$ cat config.mk
export PLATFORM = sky130hd
export DESIGN_NAME = mem_arbiter_flat
export DESIGN_NICKNAME = d
export VERILOG_FILES = /design/src/rtl/mem_arb_pkg.sv /design/src/rtl/mem_arbiter_if.sv /design/src/rtl/mem_arbiter_tag_pipe.sv /design/src/rtl/mem_arbiter.sv /design/src/flat_wrapper.sv
export SDC_FILE = /design/constraint.sdc
export NUM_CORES = 1
export LEC_CHECK = 0
export CORE_MARGIN = 4
export CORE_UTILIZATION = 50
export CTS_CLUSTER_DIAMETER = 30
export DETAILED_ROUTE_END_ITERATION = 10
export DONT_BUFFER_PORTS = 1
export HOLD_SLACK_MARGIN = 0.15
export REMOVE_ABC_BUFFERS = 1
export SLEW_MARGIN = 20
export SYNTH_ARGS = -nofsm -noshare
export SYNTH_HDL_FRONTEND = slang
export SYNTH_SLANG_ARGS = --single-unit
$ cat constraint.sdc
create_clock -name clk -period 1.6 [get_ports clk]
set_input_delay 0.24 -clock clk [delete_from_list [all_inputs] [get_ports clk]]
set_output_delay 0.24 -clock clk [all_outputs]
set_load 0.01 [all_outputs]
$ cat src/rtl/mem_arb_pkg.sv
// Shared constants for the data-RAM arbiter: read-owner tags, requester
// indices, round-robin pointer encodings and the default read latency.
package mem_arb_pkg;

  localparam logic [1:0] TAG_NONE = 2'b00;
  localparam logic [1:0] TAG_CPU  = 2'b01;
  localparam logic [1:0] TAG_VGA  = 2'b10;
  localparam logic [1:0] TAG_IO   = 2'b11;

  localparam int REQ_CPU = 0;
  localparam int REQ_VGA = 1;
  localparam int REQ_IO  = 2;
  localparam int NUM_REQ = 3;

  localparam int DEFAULT_RD_LAT = 1;

  // Round-robin pointer: which of CPU/IO wins a CPU-vs-IO tie next
  localparam logic [0:0] RR_CPU = 1'b0;
  localparam logic [0:0] RR_IO  = 1'b1;

endpackage

$ cat src/rtl/mem_arbiter_if.sv
// Requester and RAM-side signal bundle for mem_arbiter; the arbiter takes
// the slave modport, the requesters/RAM side the master modport.
interface mem_arbiter_if #(
  parameter int WIDTH     = 16,
  parameter int ADDR_BITS = 14
);
  // Handshake: a requester raises req with we/addr/wdata and holds all of them
  // stable until it samples gnt==1 at a clock edge; gnt is a one-cycle pulse and
  // the next request may be presented in the cycle after gnt. Read data comes
  // back on the shared rdata bus, qualified by that requester's rvalid pulse.
  logic                 cpu_req;
  logic                 cpu_we;
  logic [ADDR_BITS-1:0] cpu_addr;
  logic [WIDTH-1:0]     cpu_wdata;
  logic                 cpu_gnt;
  logic                 cpu_rvalid;

  logic                 vga_req;
  logic [ADDR_BITS-1:0] vga_addr;
  logic                 vga_gnt;
  logic                 vga_rvalid;

  logic                 io_req;
  logic                 io_we;
  logic [ADDR_BITS-1:0] io_addr;
  logic [WIDTH-1:0]     io_wdata;
  logic                 io_gnt;
  logic                 io_rvalid;

  logic [WIDTH-1:0]     rdata;

  logic [ADDR_BITS-1:0] mem_addr;
  logic [WIDTH-1:0]     mem_wdata;
  logic                 mem_we;
  logic [WIDTH-1:0]     mem_rdata;

  modport slave (
    input  cpu_req, cpu_we, cpu_addr, cpu_wdata,
    input  vga_req, vga_addr,
    input  io_req, io_we, io_addr, io_wdata,
    input  mem_rdata,
    output cpu_gnt, cpu_rvalid, vga_gnt, vga_rvalid, io_gnt, io_rvalid,
    output rdata, mem_addr, mem_wdata, mem_we
  );

  modport master (
    output cpu_req, cpu_we, cpu_addr, cpu_wdata,
    output vga_req, vga_addr,
    output io_req, io_we, io_addr, io_wdata,
    output mem_rdata,
    input  cpu_gnt, cpu_rvalid, vga_gnt, vga_rvalid, io_gnt, io_rvalid,
    input  rdata, mem_addr, mem_wdata, mem_we
  );
endinterface

$ cat src/rtl/mem_arbiter_tag_pipe.sv
// arb_tag_pipe: RD_LAT-deep shift register of read-owner tags; the tag at the
// far end selects which requester's rvalid strobe fires this cycle.
module arb_tag_pipe
  import mem_arb_pkg::*;
#(
  parameter int RD_LAT = DEFAULT_RD_LAT
) (
  input  logic       clk,
  input  logic       reset,
  input  logic [1:0] tag_in,
  output logic       cpu_rvalid,
  output logic       vga_rvalid,
  output logic       io_rvalid
);

  logic [RD_LAT-1:0][1:0] stage;
  logic [1:0]             tag_out;

  always_ff @(posedge clk) begin
    if (!reset) begin
      stage <= '0;
    end else begin
      stage[0] <= tag_in;
      for (int i = 1; i < RD_LAT; i++) begin
        stage[i] <= stage[i-1];
      end
    end
  end

  assign tag_out    = stage[RD_LAT-1];
  assign cpu_rvalid = (tag_out == TAG_CPU);
  assign vga_rvalid = (tag_out == TAG_VGA);
  assign io_rvalid  = (tag_out == TAG_IO);

endmodule

$ cat src/rtl/mem_arbiter.sv
// mem_arbiter: shares one data-RAM port between CPU, VGA fetcher and I/O bridge.
// Optional starvation guard on VGA priority is enabled by ARB_STARVE_GUARD_EN.
module mem_arbiter
  import mem_arb_pkg::*;
#(
  parameter int WIDTH        = 16,
  parameter int ADDR_BITS    = 14,
  parameter int RD_LAT       = DEFAULT_RD_LAT,
  parameter int STARVE_LIMIT = 4
) (
  input  logic         clk,
  input  logic         reset,
  mem_arbiter_if.slave bus
);

  logic       cpu_elig, vga_elig, io_elig;
  logic       rr_cpu, rr_io;
  logic       starve;
  logic       win_cpu, win_vga, win_io;
  logic [0:0] rr_ptr;
  logic [1:0] issue_tag;

  // A requester whose grant is showing this cycle is still holding its old
  // request, so it must sit out this decision.
  assign cpu_elig = bus.cpu_req & ~bus.cpu_gnt;
  assign vga_elig = bus.vga_req & ~bus.vga_gnt;
  assign io_elig  = bus.io_req  & ~bus.io_gnt;

  assign rr_cpu = cpu_elig & (~io_elig  | (rr_ptr == RR_CPU));
  assign rr_io  = io_elig  & (~cpu_elig | (rr_ptr == RR_IO));

`ifdef ARB_STARVE_GUARD_EN
  localparam int CNT_W = $clog2(STARVE_LIMIT + 1);
  logic [CNT_W-1:0] starve_cnt;

  assign starve = (starve_cnt == CNT_W'(STARVE_LIMIT)) & (cpu_elig | io_elig);

  always_ff @(posedge clk) begin
    if (!reset) begin
      starve_cnt <= '0;
    end else if (win_cpu | win_io | ~(bus.cpu_req | bus.io_req)) begin
      starve_cnt <= '0;
    end else if (win_vga & (cpu_elig | io_elig)) begin
      starve_cnt <= starve_cnt + 1'b1;
    end
  end
`else
  assign starve = 1'b0;
`endif

  assign win_vga = vga_elig & ~starve;
  assign win_cpu = ~win_vga & rr_cpu;
  assign win_io  = ~win_vga & rr_io;

  always_ff @(posedge clk) begin
    if (!reset) begin
      bus.cpu_gnt   <= 1'b0;
      bus.vga_gnt   <= 1'b0;
      bus.io_gnt    <= 1'b0;
      bus.mem_we    <= 1'b0;
      bus.mem_addr  <= {ADDR_BITS{1'b0}};
      bus.mem_wdata <= {WIDTH{1'b0}};
      rr_ptr        <= RR_CPU;
    end else begin
      bus.cpu_gnt <= win_cpu;
      bus.vga_gnt <= win_vga;
      bus.io_gnt  <= win_io;
      bus.mem_we  <= (win_cpu & bus.cpu_we) | (win_io & bus.io_we);
      if (win_cpu) begin
        bus.mem_addr  <= bus.cpu_addr;
        bus.mem_wdata <= bus.cpu_wdata;
        rr_ptr        <= RR_IO;
      end else if (win_io) begin
        bus.mem_addr  <= bus.io_addr;
        bus.mem_wdata <= bus.io_wdata;
        rr_ptr        <= RR_CPU;
      end else if (win_vga) begin
        bus.mem_addr  <= bus.vga_addr;
      end
    end
  end

  // Tag the access visible on the RAM port this cycle; writes carry no owner.
  always_comb begin
    issue_tag = TAG_NONE;
    if (!bus.mem_we) begin
      if (bus.cpu_gnt)      issue_tag = TAG_CPU;
      else if (bus.vga_gnt) issue_tag = TAG_VGA;
      else if (bus.io_gnt)  issue_tag = TAG_IO;
    end
  end

  arb_tag_pipe #(.RD_LAT(RD_LAT)) u_tag_pipe (
    .clk        (clk),
    .reset      (reset),
    .tag_in     (issue_tag),
    .cpu_rvalid (bus.cpu_rvalid),
    .vga_rvalid (bus.vga_rvalid),
    .io_rvalid  (bus.io_rvalid)
  );

  assign bus.rdata = (bus.cpu_rvalid | bus.vga_rvalid | bus.io_rvalid) ?
                     bus.mem_rdata : {WIDTH{1'b0}};

endmodule

$ cat src/flat_wrapper.sv
// flat-port wrapper written by rule: the top's interface ports become plain ports
module mem_arbiter_flat import mem_arb_pkg::*;
#(
  parameter int WIDTH        = 16,
  parameter int ADDR_BITS    = 14,
  parameter int RD_LAT       = DEFAULT_RD_LAT,
  parameter int STARVE_LIMIT = 4
)
  (clk, reset, bus_cpu_req, bus_cpu_we, bus_cpu_addr, bus_cpu_wdata, bus_vga_req, bus_vga_addr, bus_io_req, bus_io_we, bus_io_addr, bus_io_wdata, bus_mem_rdata, bus_cpu_gnt, bus_cpu_rvalid, bus_vga_gnt, bus_vga_rvalid, bus_io_gnt, bus_io_rvalid, bus_rdata, bus_mem_addr, bus_mem_wdata, bus_mem_we);
  mem_arbiter_if #(.WIDTH(WIDTH), .ADDR_BITS(ADDR_BITS)) bus_i ();
  input  logic clk;
  input  logic reset;
  input wire logic [$bits(bus_i.cpu_req)-1:0] bus_cpu_req;
  input wire logic [$bits(bus_i.cpu_we)-1:0] bus_cpu_we;
  input wire logic [$bits(bus_i.cpu_addr)-1:0] bus_cpu_addr;
  input wire logic [$bits(bus_i.cpu_wdata)-1:0] bus_cpu_wdata;
  input wire logic [$bits(bus_i.vga_req)-1:0] bus_vga_req;
  input wire logic [$bits(bus_i.vga_addr)-1:0] bus_vga_addr;
  input wire logic [$bits(bus_i.io_req)-1:0] bus_io_req;
  input wire logic [$bits(bus_i.io_we)-1:0] bus_io_we;
  input wire logic [$bits(bus_i.io_addr)-1:0] bus_io_addr;
  input wire logic [$bits(bus_i.io_wdata)-1:0] bus_io_wdata;
  input wire logic [$bits(bus_i.mem_rdata)-1:0] bus_mem_rdata;
  output wire logic [$bits(bus_i.cpu_gnt)-1:0] bus_cpu_gnt;
  output wire logic [$bits(bus_i.cpu_rvalid)-1:0] bus_cpu_rvalid;
  output wire logic [$bits(bus_i.vga_gnt)-1:0] bus_vga_gnt;
  output wire logic [$bits(bus_i.vga_rvalid)-1:0] bus_vga_rvalid;
  output wire logic [$bits(bus_i.io_gnt)-1:0] bus_io_gnt;
  output wire logic [$bits(bus_i.io_rvalid)-1:0] bus_io_rvalid;
  output wire logic [$bits(bus_i.rdata)-1:0] bus_rdata;
  output wire logic [$bits(bus_i.mem_addr)-1:0] bus_mem_addr;
  output wire logic [$bits(bus_i.mem_wdata)-1:0] bus_mem_wdata;
  output wire logic [$bits(bus_i.mem_we)-1:0] bus_mem_we;
  assign bus_i.cpu_req = bus_cpu_req;
  assign bus_i.cpu_we = bus_cpu_we;
  assign bus_i.cpu_addr = bus_cpu_addr;
  assign bus_i.cpu_wdata = bus_cpu_wdata;
  assign bus_i.vga_req = bus_vga_req;
  assign bus_i.vga_addr = bus_vga_addr;
  assign bus_i.io_req = bus_io_req;
  assign bus_i.io_we = bus_io_we;
  assign bus_i.io_addr = bus_io_addr;
  assign bus_i.io_wdata = bus_io_wdata;
  assign bus_i.mem_rdata = bus_mem_rdata;
  assign bus_cpu_gnt = bus_i.cpu_gnt;
  assign bus_cpu_rvalid = bus_i.cpu_rvalid;
  assign bus_vga_gnt = bus_i.vga_gnt;
  assign bus_vga_rvalid = bus_i.vga_rvalid;
  assign bus_io_gnt = bus_i.io_gnt;
  assign bus_io_rvalid = bus_i.io_rvalid;
  assign bus_rdata = bus_i.rdata;
  assign bus_mem_addr = bus_i.mem_addr;
  assign bus_mem_wdata = bus_i.mem_wdata;
  assign bus_mem_we = bus_i.mem_we;
  mem_arbiter #(.WIDTH(WIDTH), .ADDR_BITS(ADDR_BITS), .RD_LAT(RD_LAT), .STARVE_LIMIT(STARVE_LIMIT)) u_core (.clk(clk), .reset(reset), .bus(bus_i));
endmodule
After elaboration in Yosys (flattened, before gate mapping)
Index checks and enable logic that the tools add are counted. W data, S select, Z words.

Logic and storage cells: 49. Output and inout port bits: 53. Bits in registers: 37. Bits of input ports: 97.

Bitwise logic cells: 22. Equality and inequality tests: 3. Multiplexer cells: 11. Reductions and logical operators: 4.

Operators by type and width (count): $mux W16 (3); $mux W14 (3); $and A1 B1 Y1 (9); $not A1 Y1 (8); $or A1 B1 Y1 (5); $eq A2 B2 Y1 const B (2); $mux W2 (2); $mux W1 (3); $reduce_bool A3 Y1 (1); $reduce_or A3 Y1 (1); $eq A2 B1 Y1 const B (1); $reduce_bool A2 Y1 (1); $reduce_or A2 Y1 (1).

Logic depth before layout (Yosys ltp)
Gate-level depths: netlist of the first run.

Depth in word-level cells: 8. Depth in mapped cells: 6. Gate-level depth less buffers: 4.

Hierarchy
A second synthesis of the first run with hierarchy kept.

Cells, all modules: 187. Area, all modules: 1709.1 um^2.

Modules (own cells, without submodules): mem_arbiter (sequential area each 700.7 um^2, times used 1, area an instance 1634.1 um^2, cells each 180); arb_tag_pipe (sequential area each 40.0 um^2, times used 1, area an instance 75.1 um^2, cells each 7).

Worst setup path before layout of the first run
OpenSTA, ideal clock, no wires.

Path type: reg2reg. From: reg u_core.bus.io_gnt. To: reg u_core.bus.mem_addr[10]. Setup time: 0.073 ns. Stages on the path, launching flop included: 7. Arrival time: 1.434 ns. Path slack: 0.093 ns. Period minus slack after synthesis: 1.507 ns. Cell sequence: dfxtp_1 nor2b_4 a211oi_2 or3b_1 buf_2 buf_6 o211ai_2.

Cells in the longest elaborated chain, start to end: 7.

RTL lines: start: declaration (RTL line mem_arbiter_if.sv:42) `output cpu_gnt, cpu_rvalid, vga_gnt, vga_rvalid, io_gnt, io_rvalid,`; start signal: assignment (RTL line mem_arbiter.sv:67) `bus.io_gnt <= win_io;`; $not A1 Y1 (*) (RTL line mem_arbiter.sv:27) `assign io_elig = bus.io_req & ~bus.io_gnt;`; $and A1 B1 Y1 (*) (RTL line mem_arbiter.sv:27); $not A1 Y1 (RTL line mem_arbiter.sv:29) `assign rr_cpu = cpu_elig & (~io_elig | (rr_ptr == RR_CPU));`; $or A1 B1 Y1 (RTL line mem_arbiter.sv:29); $and A1 B1 Y1 (RTL line mem_arbiter.sv:29); $and A1 B1 Y1 (RTL line mem_arbiter.sv:52) `assign win_cpu = ~win_vga & rr_cpu;`; $reduce_bool A3 Y1 (no line) / $mux W14 (equally long branches); end signal: assignment (RTL line mem_arbiter.sv:61) `bus.mem_addr <= {ADDR_BITS{1'b0}};`; end signal: assignment (RTL line mem_arbiter.sv:70) `bus.mem_addr <= bus.cpu_addr;`; end signal: assignment (RTL line mem_arbiter.sv:74) `bus.mem_addr <= bus.io_addr;`; end: declaration (RTL line mem_arbiter_if.sv:43) `output rdata, mem_addr, mem_wdata, mem_we`.

Every way passes the cells marked *; elsewhere a longest branch is shown, timed or not. A chain may end at the register's enable or synchronous reset.

Worst setup path in the final report of the first run
From: reg u_core.bus.io_gnt. To: reg u_core.bus.mem_addr[1].

Same word-level chain as after synthesis.

==> impl_metrics.toml, run 1 <==
[clock_network]
clock_latency_ns = 0.29
cts-root-buf = "clkbuf_8"
htree_num_levels = 2
cts_buffers = 5
cts_buffer_depth = 2
cts.clk_slew.worst_paths_ns = 0.07
cts_sinks = 37
postCtsSetupBuffers = 0
cts_tree = "done"

[cells_and_area]
fin_area_um2 = 2270
most-common-layout-cells = "dfxtp_1, nand3_1, nor2b_1, dlygate4sd3_1"
num-fill-cells = 282
drive_gt1_share_pct = 14.9
final_common_cell = "dfxtp_1"
nNetsFinal = 317
instances_no_fill = 268
area_growth_pct = 23.0

[logic_synthesis]
synth_compound_area_share_pct = 24.4
syn-cell-area_um2 = 1840
ys_ff_latch = 37
seq_area_frac_synth_pct = 40.2
synth_xor_area_share_pct = 0
netlist_instances = 201
ys.warnings.count = 0
synthAdderAreaFrac_pct = 0
muxShareOfSynthArea_pct = 7.60
avgSynthCellArea_um2 = 9.17
synth_top_family_by_area = "compound AO/OA/AOI/OAI gates"
ys_types = 27
yosys.area_share.simple_pct = 23.2

[place]
post-dp-hpwl_um = 4090
portBuffers = 0
gp_congestion = 0.835
dp.cells = 239
placed_cell_area_um2 = 1920

[global_routing]
busiest_layer = "met2"
met2_usage_pct = 43.1
grt.total_usage_pct = 23.3
grt_pass1_wl_um = 7760
grt_max_degree = 48
gr-usage-met1_pct = 23.4
antenna_found_initial = 1
gr-total-overflow = 0
grt_pass1_vias = 1569
grt_use_met3_pct = 6.16

[floorplan]
core_um2 = 3440
rows = 21
start_util_pct = 53.5
ios = 150
chipHeight_um = 68.7
fp.dieW_um = 68.7
dieArea_um2 = 4720

[power_and_ir_drop]
finalPower_mw = 2.33
vdd_drop_max_mv = 0.778
powerDensity_nw_per_um2 = 1030
p_leak_nw = 0.818

[worst_setup_path]
crit_path_end = "u_core.bus.mem_addr[1]"
r2r-start = "u_core.bus.io_gnt"
cp-start-kind = "flop"
startpoint = "u_core.bus.io_gnt"
r2r_end = "u_core.bus.mem_addr[1]"
critPathMaxFanout = 14
timing.setup.critical_path_class = "reg -> reg"
end_kind = "flop"
arrival_ns = 1.73
crit_required_ns = 1.80
r2r.worst_path.cells = 5
r2r_setup_slack_ns = 0.07

[detailed_routing]
drt_iter0_drc = 59
firstDrtPassIters = 4
drtAntennaViolNets = 0
vias_per_cell = 5.90
wirelength_um = 5720
routedWlPerCell_um = 21.3
route.vias.total = 1580
drc = 0

[min_path]
worstHoldStart = "bus_vga_addr[10]"
hp-class = "in -> reg"

[sta]
rsz0062_at_grt = "yes"
tightest_slew_ns = 0.303
final_max_slew_viol_count = 0
slew_headroom_pct = 79.8
final-setup-viol-count = 0
fin_crit_sh_pct = 95.7
hold_violations = 0
whs_ns = 0.157
finClkSkew_ns = 0.0101
post-route-min-period_ns = 1.53
fmax_mhz = 653

[flow_run]
maxCapViolations = 0

[run_status]
status = "finished, final reports clean"
synthesized netlist by cell type, drive strengths merged:
master	count	area (um2)
dfxtp	37	741
a21oi	1	5.00
inv	1	3.75
mux2i	14	140
o21ai	1	5.00
nor3	2	15.0
buf	7	43.8
o211a	1	10.0
nand2	16	60.1
a22oi	17	128
a21boi	17	128
nand3	28	140
o21a	1	7.51
and2	4	25.0
o211ai	14	155
clkbuf	10	37.5
nor2b	22	148
nand2b	3	18.8
or3b	1	8.76
nor2	3	11.3
a211oi	1	12.5
registers in the layout, summed over array words and instances, names as in the netlist:
register	cells
u_core.bus.mem_wdata	16
u_core.u_tag_pipe.stage	2
u_core.bus.vga_gnt	1
u_core.rr_ptr	1
u_core.bus.mem_addr	14
u_core.bus.mem_we	1
u_core.bus.io_gnt	1
u_core.bus.cpu_gnt	1
worst max-delay path, stage by stage (launching register included):
cell      delay [ns]
dfxtp_1         0.34
nor2b_4         0.21
a211oi_4        0.09
or3b_1          0.38
buf_4           0.21
o211ai_1        0.20
final cells by class:
class	instances	area [um2]	area share (%)
Clock inverter	1	30.0	1.32
Tap cell	46	57.6	2.54
Inverter	1	3.75	0.166
Timing Repair Buffer	29	307	13.5
Multi-Input combinational cell	146	1040	45.9
Clock buffer	7	86.3	3.81
Sequential cell	37	741	32.7
Antenna cell	1	2.50	0.110
metrics by stage:
stage,setup slack (ns),setup TNS [ns],util (%)
floorplan,-0.900,-21.07,-
global placement,0.155,0,55.8
detailed placement,0.0245,0,55.8
CTS,0.0334,0,64.7
global route,-0.00828,-0.0156,65.9
finish,0.0694,0,65.9
cell families after synthesis:
group | Yosys count
compound gates | 53
simple gates | 79
flops | 37
buf+inv | 18
mux | 14
power by group:
part	total, mW	internal (mW)	switching, mW
registers	1.10	1.00	0.0952
logic	0.395	0.188	0.207
clock network	0.832	0.508	0.324
worst min path at each step:
stage / endpoint / slack, ns / cells after the start
3_5_place_dp: u_core.bus.cpu_gnt / 0.37 / 1
4_1_cts: u_core.bus.mem_addr[1] / 0.15 / 2
3_3_place_gp: u_core.rr_ptr / 0.36 / 1
6_report: u_core.bus.mem_addr[10] / 0.16 / 2
2_1_floorplan: u_core.rr_ptr / 0.36 / 1
5_1_grt: u_core.bus.mem_addr[7] / 0.15 / 2
what timing repair did:
action	4_1_cts	5_1_grt
gates resized for setup	2	3
endpoints found under the setup margin	17	5
endpoints found under the hold margin	37	2
pin swaps	0	0
hold buffers	18	2
metal layers:
metal	vias to the layer above	part of all wire, %
met3	11	11
met1	712	33
met4	0	2.7
li1	759	-
met5	-	0
met2	98	54
(Power assumes the default switching activity.)
==> inputs of run 2 (changes only) <==
clock period = 1.55 ns   (was 1.6 ns; I/O delays follow)
==> run 2 against run 1 <==
Compared with the run above: sequential power about the same; via count increased by 3.1%; setup slack improved by 0.0018 ns; count of clock-buffer cells in the layout unchanged; sequential share of layout area up 0.31 points; combinational power rose by 4%; utilization shrank 0.62 points; clock skew shrank 0.0078 ns; critical endpoint is now u_core.bus.mem_addr[0]; largest power group unchanged.
==> impl_metrics.toml, run 2 (same netlist as run 1, synthesis figures left out) <==
[cells_and_area]
largest_reg_flops = 16
fin_area_um2 = 2250
register_area_um2 = 741
multiInputGateArea_um2 = 1040
postLayoutCoreUtil_pct = 65.2
area_growth_pct = 21.9
instances_no_fill = 269
drive_gt1_share_pct = 16.4
nNetsFinal = 316
most-common-layout-cells = "dfxtp_1, nand3_1, nor2b_1"
num-fill-cells = 279
top_register = "u_core.bus.mem_wdata"
top_regs = "u_core.bus.mem_wdata: 16 flops, u_core.bus.mem_addr: 14 flops, u_core.u_tag_pipe.stage: 2 flops"
final_common_cell = "dfxtp_1"

[power_and_ir_drop]
vdd_drop_max_mv = 0.715
p_leak_nw = 0.812
powerDensity_nw_per_um2 = 1010
finalPower_mw = 2.27

[place]
placed_cell_area_um2 = 1910
gp_congestion = 0.798
portBuffers = 0
dp.cells = 240
post-place-ws_ns = 0.0622
post-dp-hpwl_um = 4020

[sta]
post-route-min-period_ns = 1.48
final_max_slew_viol_count = 0
fin_ws_ns = 0.0712
final-setup-viol-count = 0
finClkSkew_ns = 0.00224
fmax_mhz = 676
rsz0062_at_grt = "no"
tightest_slew_ns = 0.314
hold_violations = 0
fin_crit_sh_pct = 95.4
slew_headroom_pct = 79.0
tns_ns = 0
whs_ns = 0.155

[flow_run]
maxCapViolations = 0

[worst_setup_path]
r2r-start = "u_core.bus.vga_gnt"
r2r_setup_slack_ns = 0.07
crit_required_ns = 1.75
arrival_ns = 1.68
end_kind = "flop"
timing.setup.critical_path_class = "reg -> reg"
cp-start-kind = "flop"
critPathMaxFanout = 14
r2r_end = "u_core.bus.mem_addr[0]"
r2r.worst_path.cells = 5

[floorplan]
core_um2 = 3440
start_util_pct = 53.5
fp.dieW_um = 68.7
rows = 21
chipHeight_um = 68.7
dieArea_um2 = 4720
ios = 150

[run_status]
status = "finished, final reports clean"

[detailed_routing]
route.vias.total = 1629
drc = 0
firstDrtPassIters = 4
vias_per_cell = 6.06
routedWlPerCell_um = 20.9
drt_iter0_drc = 78
drtAntennaViolNets = 0
wirelength_um = 5630

[global_routing]
gr-total-overflow = 0
grt_pass1_vias = 1569
antenna_found_initial = 3
grt_max_degree = 51
grt.total_usage_pct = 22.7
grt_pass1_wl_um = 7730

[clock_network]
cts_buffers = 5
cts.clk_slew.worst_paths_ns = 0.07
postCtsSetupBuffers = 0
cts_buffer_depth = 2
htree_num_levels = 2
cts_sinks = 37
cts_tree = "done"
clock_latency_ns = 0.28
cts-root-buf = "clkbuf_8"

[min_path]
hold_depth = 2
holdPathEnd = "u_core.bus.mem_we"
hp-class = "in -> reg"
worstHoldStart = "bus_io_we"
[run 2: cell types whose count changed in the layout (fill, tap and decap cells not counted), sizes merged]
| cell | delta |
|---|---|
| clkinv | +1 |
| diode | +2 |
| dlygate4sd3 | -2 |
| buf | +1 |
| bufinv | -1 |
[run 2: worst max-delay path, stage by stage (launching register included)]
cell      delay (ns)
dfxtp_1         0.33
nor2b_2         0.23
a211oi_4        0.08
or3b_4          0.41
buf_8           0.17
o211ai_1        0.19
[run 2: power by group]
part	switching, mW	total (mW)	internal (mW)
registers	0.0981	1.13	1.04
logic	0.216	0.412	0.195
clock network	0.325	0.727	0.402
[run 2: what timing repair did]
item,4_1_cts,5_1_grt
gates resized for setup,1,7
hold buffers,18,0
setup endpoints to repair,16,39
endpoints found under the hold margin,37,0
[run 2: worst max-delay path by stage]
stage,start,to
3_3_place_gp,u_core.bus.vga_gnt,u_core.bus.mem_addr[13]
4_1_cts,u_core.bus.io_gnt,u_core.bus.mem_wdata[2]
2_1_floorplan,u_core.bus.io_gnt,u_core.bus.mem_addr[0]
5_1_grt,u_core.bus.io_gnt,u_core.bus.mem_addr[2]
6_report,u_core.bus.vga_gnt,u_core.bus.mem_addr[0]
3_5_place_dp,u_core.bus.io_gnt,u_core.bus.mem_wdata[2]
[run 2: cell type report]
cell class              count  share of cell area [%]
diodes                      3                   0.334
clock buffers               7                    4.29
clock inverters             1                   0.223
inverters                   1                   0.167
multi-input cells         146                    46.4
flip-flops and latches     37                    33.0
well taps                  46                    2.56
repair buffers             28                    13.0
[run 2: layer usage]
| metal | track usage (%) | share of wire (%) | routed length (um) |
|---|---|---|---|
| met2 | 41.0 | 56 | 3130 |
| met3 | 9.56 | 11 | 618 |
| met1 | 21.8 | 33 | 1840 |
| met5 | 0 | 0 | 0 |
| met4 | 11.7 | 0.60 | 34 |
